===== src/rtl/jk_excitation_driver_if.sv =====
// Target handshake plus the JK latch-bank drive/feedback signals for jk_excitation_driver.
interface jk_excitation_driver_if #(
  parameter int WIDTH = 4
);
  logic             tgt_valid;
  logic             tgt_ready;
  logic [WIDTH-1:0] tgt_data;
  logic [WIDTH-1:0] q_fb;
  logic [WIDTH-1:0] j_out;
  logic [WIDTH-1:0] k_out;
  logic             en_out;
  logic             done;
  logic             err;

  // master = control FSM plus latch bank side, slave = the driver
  modport master (
    output tgt_valid, tgt_data, q_fb,
    input  tgt_ready, j_out, k_out, en_out, done, err
  );

  modport slave (
    input  tgt_valid, tgt_data, q_fb,
    output tgt_ready, j_out, k_out, en_out, done, err
  );
endinterface


===== src/rtl/jk_excitation_driver.sv =====
// Computes J/K excitation to move an external JK latch bank to a target, strobes it and waits to settle.
// JK_VERIFY_EN adds the post-settle CHECK with retries and err; without it, err is tied low.
module jk_excitation_driver #(
  parameter int WIDTH      = 4,
  parameter int SETTLE_CYC = 2,
  parameter int MAX_RETRY  = 3
) (
  input logic                   clk,
  input logic                   rst,
  jk_excitation_driver_if.slave bus
);
  typedef enum logic [1:0] {IDLE, DRIVE, SETTLE, CHECK} state_t;

  localparam int CW = $clog2(SETTLE_CYC + 1) + 1;
`ifdef JK_VERIFY_EN
  localparam int SETTLE_LOAD = SETTLE_CYC - 1;
  localparam int RW          = $clog2(MAX_RETRY + 1) + 1;
`else
  // One extra settle cycle stands in for CHECK so latency matches the verify build
  localparam int SETTLE_LOAD = SETTLE_CYC;
`endif

  state_t           state_q, state_d;
  logic [WIDTH-1:0] j_q, j_d, k_q, k_d;
  logic             en_q, en_d, done_q, done_d, rdy_q, rdy_d;
  logic [CW-1:0]    cnt_q, cnt_d;
`ifdef JK_VERIFY_EN
  logic             err_q, err_d;
  logic [RW-1:0]    retry_q, retry_d;
  logic [WIDTH-1:0] tgt_q, tgt_d;
`endif

  always_comb begin
    state_d = state_q;
    j_d     = '0;
    k_d     = '0;
    en_d    = 1'b0;
    done_d  = 1'b0;
    cnt_d   = cnt_q;
`ifdef JK_VERIFY_EN
    err_d   = err_q;
    retry_d = retry_q;
    tgt_d   = tgt_q;
`endif
    case (state_q)
      IDLE: if (bus.tgt_valid) begin
`ifdef JK_VERIFY_EN
        tgt_d   = bus.tgt_data;
        err_d   = 1'b0;
        retry_d = '0;
`endif
        if (bus.tgt_data == bus.q_fb) begin
          done_d = 1'b1;
        end else begin
          // set only bits rising, reset only bits falling: J and K never both high
          state_d = DRIVE;
          j_d     = ~bus.q_fb & bus.tgt_data;
          k_d     = bus.q_fb & ~bus.tgt_data;
          en_d    = 1'b1;
        end
      end
      DRIVE: begin
        state_d = SETTLE;
        cnt_d   = CW'(SETTLE_LOAD);
      end
      SETTLE: if (cnt_q == '0) begin
`ifdef JK_VERIFY_EN
        state_d = CHECK;
`else
        state_d = IDLE;
        done_d  = 1'b1;
`endif
      end else begin
        cnt_d = cnt_q - 1'b1;
      end
      CHECK: begin
`ifdef JK_VERIFY_EN
        if (bus.q_fb == tgt_q) begin
          state_d = IDLE;
          done_d  = 1'b1;
        end else if (retry_q < RW'(MAX_RETRY)) begin
          retry_d = retry_q + 1'b1;
          state_d = DRIVE;
          j_d     = ~bus.q_fb & tgt_q;
          k_d     = bus.q_fb & ~tgt_q;
          en_d    = 1'b1;
        end else begin
          state_d = IDLE;
          done_d  = 1'b1;
          err_d   = 1'b1;
        end
`else
        state_d = IDLE;
`endif
      end
      default: state_d = IDLE;
    endcase
    rdy_d = (state_d == IDLE);
  end

  always_ff @(posedge clk or posedge rst) begin
    if (rst) begin
      state_q <= IDLE;
      j_q     <= '0;
      k_q     <= '0;
      en_q    <= 1'b0;
      done_q  <= 1'b0;
      rdy_q   <= 1'b1;
      cnt_q   <= '0;
`ifdef JK_VERIFY_EN
      err_q   <= 1'b0;
      retry_q <= '0;
      tgt_q   <= '0;
`endif
    end else begin
      state_q <= state_d;
      j_q     <= j_d;
      k_q     <= k_d;
      en_q    <= en_d;
      done_q  <= done_d;
      rdy_q   <= rdy_d;
      cnt_q   <= cnt_d;
`ifdef JK_VERIFY_EN
      err_q   <= err_d;
      retry_q <= retry_d;
      tgt_q   <= tgt_d;
`endif
    end
  end

  assign bus.j_out     = j_q;
  assign bus.k_out     = k_q;
  assign bus.en_out    = en_q;
  assign bus.done      = done_q;
  assign bus.tgt_ready = rdy_q;
`ifdef JK_VERIFY_EN
  assign bus.err       = err_q;
`else
  assign bus.err       = 1'b0;
`endif
endmodule


===== src/flat_wrapper.sv =====
// flat-port wrapper written by rule: the top's interface ports become plain ports
module jk_excitation_driver_flat 
#(
  parameter int WIDTH      = 4,
  parameter int SETTLE_CYC = 2,
  parameter int MAX_RETRY  = 3
)
  (clk, rst, bus_tgt_valid, bus_tgt_data, bus_q_fb, bus_tgt_ready, bus_j_out, bus_k_out, bus_en_out, bus_done, bus_err);
  jk_excitation_driver_if #(.WIDTH(WIDTH)) bus_i ();
  input logic clk;
  input logic rst;
  input wire logic [$bits(bus_i.tgt_valid)-1:0] bus_tgt_valid;
  input wire logic [$bits(bus_i.tgt_data)-1:0] bus_tgt_data;
  input wire logic [$bits(bus_i.q_fb)-1:0] bus_q_fb;
  output wire logic [$bits(bus_i.tgt_ready)-1:0] bus_tgt_ready;
  output wire logic [$bits(bus_i.j_out)-1:0] bus_j_out;
  output wire logic [$bits(bus_i.k_out)-1:0] bus_k_out;
  output wire logic [$bits(bus_i.en_out)-1:0] bus_en_out;
  output wire logic [$bits(bus_i.done)-1:0] bus_done;
  output wire logic [$bits(bus_i.err)-1:0] bus_err;
  assign bus_i.tgt_valid = bus_tgt_valid;
  assign bus_i.tgt_data = bus_tgt_data;
  assign bus_i.q_fb = bus_q_fb;
  assign bus_tgt_ready = bus_i.tgt_ready;
  assign bus_j_out = bus_i.j_out;
  assign bus_k_out = bus_i.k_out;
  assign bus_en_out = bus_i.en_out;
  assign bus_done = bus_i.done;
  assign bus_err = bus_i.err;
  jk_excitation_driver #(.WIDTH(WIDTH), .SETTLE_CYC(SETTLE_CYC), .MAX_RETRY(MAX_RETRY)) u_core (.clk(clk), .rst(rst), .bus(bus_i));
endmodule

===== config.mk =====
export PLATFORM = sky130hd
export DESIGN_NAME = jk_excitation_driver_flat
export DESIGN_NICKNAME = d
export VERILOG_FILES = /design/src/rtl/jk_excitation_driver_if.sv /design/src/rtl/jk_excitation_driver.sv /design/src/flat_wrapper.sv
export SDC_FILE = /design/constraint.sdc
export NUM_CORES = 1
export LEC_CHECK = 0
export ABC_AREA = 1
export BUFFER_PORTS_ARGS = -buffer_cell sky130_fd_sc_hd__buf_4
export CELL_PAD_IN_SITES_DETAIL_PLACEMENT = 2
export CELL_PAD_IN_SITES_GLOBAL_PLACEMENT = 2
export CORE_MARGIN = 4
export CORE_UTILIZATION = 31
export DETAILED_ROUTE_END_ITERATION = 8
export HOLD_SLACK_MARGIN = 0.08
export PLACE_DENSITY_LB_ADDON = 0.08
export SLEW_MARGIN = 20
export SYNTH_ARGS = -nofsm -noshare
export SYNTH_HDL_FRONTEND = slang
export SYNTH_SLANG_ARGS = --single-unit

===== constraint.sdc =====
create_clock -name clk -period 2 [get_ports clk]
set_input_delay 0.2 -clock clk [delete_from_list [all_inputs] [get_ports clk]]
set_output_delay 0.2 -clock clk [all_outputs]
set_load 0.005 [all_outputs]

==> results.yml <==
status:
  status: "completed"
synthesis:
  netlist_area_sq_um: 789.5
  postSynthCellCount: 86
  seq_area_frac_synth_pct: 50.87
  synth_top_area_cell: "dfrtp_1"
  postSynthAreaPerCell_sq_um: 9.180
  ys_top_cells_by_area: "dfrtp_1 48%, ha_1 16%, inv_1 11%"
  synth.top_cell.area_share_pct: 47.54
  ys_types: 15
  ys_ff_latch: 16
  yosysWarningCount: 0
  syn-num-nets: 107
clock_tree:
  cts.sinks: 16
  cts_resized: 0
  cts_root_buffer: "clkbuf_4"
  cts_tree: "yes"
  cts.path.max_buffers: 2
  path_clk_slew_ns: 0.09
  cts_htree_levels: 1
  cts_buffers: 3
  clk_latency_ns: 0.28
cells_and_area:
  final_nets: 132
  layout-drive-gt1-share_pct: 28.18
  stdcell_area_sq_um: 1002
  diodes: 0
  fillers: 283
  syn2layout_area_growth_pct: 26.94
floorplan:
  core_sq_um: 2455
  fp-row-count: 18
  die_y_microns: 58.47
  dieWidth_microns: 58.47
  num_io_pins: 23
  start_util_pct: 32.16
  dieArea_sq_um: 3418
critical_path:
  worstPathArrival_ns: 1.50
  endpoint_kind: "flip-flop"
  critPathKind: "flip-flop to flip-flop"
  start_kind: "flip-flop"
  required_ns: 2.23
  worstSetupStartpoint: "u_core.cnt_q[0]$_DFFE_PP0P_"
  rr_startpoint: "u_core.cnt_q[0]$_DFFE_PP0P_"
  cp_max_fo: 5
drt:
  met3_length_microns: 47
  dr.pass1.iters: 2
  vias: 596
  vias_per_cell: 4.257
  wl_met1_microns: 604
  first_iter_violations: 10
  postRouteAntennaNets: 0
  post_drt_wl_per_cell_microns: 11.09
  drc: 0
  detailroute.wirelength.met2_microns: 901
  totalWireLength_mm: 1.553
  highest_layer: "met3"
worst_hold_path:
  hold_path_class: "input port to flip-flop"
  hold_path_startpoint: "bus_tgt_data[1]"
grt:
  antenna_found_initial: 0
  grt_first_pass_wirelength_mm: 2.808
  grt_overflow_total: 0
  grt_max_degree: 17
  grt_pass1_vias: 695
  track_usage_pct: 10.75
power_and_ir_drop:
  peakVddDrop_uv: 365.8
  p_leak_nw: 0.5912
  powerDensity_nw_per_um2: 954.1
sta:
  fmax_ghz: 0.7856
  min_period_over_period_pct: 63.64
  min_period_ns: 1.273
  finClkSkew_ns: 0.008702
  rsz0062_at_grt: "false"
  hold_viol: 0
  final.setup.tns_ns: 0
  worst_pin_slew_ns: 0.5834
  slew_viol_final: 0
  relSlewSlack_pct: 61.06
  setup-violations-final: 0
place:
  place_area_sq_um: 965.9
  io_buffers: 21
  place.gp.congestion: 0.6692
  dp_hpwl_mm: 1.371
job:
  cap_viol_max_count: 0
[cell usage after synthesis]
| cell type | n |
|---|---|
| dfstp_2 | 1 |
| conb_1 | 1 |
| nand4_1 | 1 |
| nand3_2 | 2 |
| o21ai_2 | 1 |
| nor2_1 | 13 |
| nand2_2 | 1 |
| buf_4 | 1 |
| inv_1 | 23 |
| buf_6 | 1 |
| inv_2 | 2 |
| ha_1 | 10 |
| dfrtp_1 | 15 |
| nand2_1 | 11 |
| nand3_1 | 3 |
[kinds of logic (layout without fill, tap and decap cells)]
logic type,after synthesis,count (layout),synth area share (%)
other,1,1,0.4750
buffers and inverters,27,51,14.26
AND/OR/NAND/NOR,31,31,17.43
flip-flops,16,16,50.87
AO/OA/AOI/OAI,1,1,1.110
adder cells (fa/ha/maj),10,10,15.85
[sequential cells by signal, summed over array words and instances (netlist names)]
name                  count
u_core.bus.done           1
u_core.state_q            2
u_core.bus.tgt_ready      1
u_core.bus.k_out          4
u_core.cnt_q              3
u_core.bus.j_out          4
u_core.bus.en_out         1
[worst max-delay path, cell delays in order, from the launching register on]
cell and delay (ns):
dfrtp_1 0.36, inv_1 0.07, ha_1 0.19, ha_1 0.19
inv_1 0.07, nand3_2 0.13, inv_1 0.11, nand2_1 0.05
nand2_1 0.06
[worst paths after layout]
check                                                 to  slack, ns  cells past startpoint
setup / recovery             u_core.cnt_q[0]$_DFFE_PP0P_       0.73                      8
hold / removal             u_core.bus.j_out[1]$_DFF_PP0_       0.30                      4
setup reg to reg             u_core.cnt_q[0]$_DFFE_PP0P_       0.73                      8
hold reg to reg              u_core.cnt_q[2]$_DFFE_PP0P_       0.51                      2
max in group asynchronous  u_core.bus.j_out[0]$_DFF_PP0_       1.08                      3
min in group asynchronous    u_core.cnt_q[0]$_DFFE_PP0P_       0.53                      3
[layout make-up]
cell class / instances / area [sq um] / share of cell area, %
clock buffer: 4 / 26.28 / 2.622
inverter: 25 / 93.84 / 9.363
multi-input combinational: 43 / 275.3 / 27.47
sequential: 16 / 401.6 / 40.07
tap: 30 / 37.54 / 3.745
timing repair buffer: 22 / 167.7 / 16.73
[stage by stage]
step	hold WS (ns)	instances	util (%)	total power [mW]	setup slack, ns
global route	0.3118	140	40.83	1.061	0.5637
detailed placement	0.3012	135	39.35	0.8086	0.7200
floorplan	0.1130	86	-	0.6745	0.8606
CTS	0.2927	140	40.83	0.9843	0.6972
finish	0.2960	140	40.83	0.9562	0.7271
global placement	0.3015	135	39.35	0.7877	0.7940
[power breakdown]
part | switching (mW) | internal [mW]
registers | 0.0358 | 0.407
clock network | 0.0929 | 0.0773
logic | 0.197 | 0.146
[timing repair]
action / CTS / global route
hold buffers: 1 / 0
buffers inserted: 0 / 0
endpoints found under the setup margin: 0 / 0
hold endpoints to repair: 15 / 0
[cells in the final DEF (no fill, tap or decap)]
| cell | instances |
|---|---|
| dfstp_2 | 1 |
| ha_1 | 10 |
| o21ai_2 | 1 |
| nand2_2 | 1 |
| conb_1 | 1 |
| nor2_1 | 13 |
| dfrtp_1 | 15 |
| inv_2 | 2 |
| buf_4 | 21 |
| clkbuf_4 | 3 |
| inv_1 | 23 |
| dlygate4sd3_1 | 1 |
| clkbuf_1 | 1 |
| nand3_1 | 3 |
| nand3_2 | 2 |
| nand2_1 | 11 |
| nand4_1 | 1 |
[layer usage]
layer  track usage, %  vias up
li1                 -      292
met1            12.07      292
met2            20.26       12
met3            1.535        0
met4            3.974        0
met5                0        -
Power figures use the tool's default switching activity.
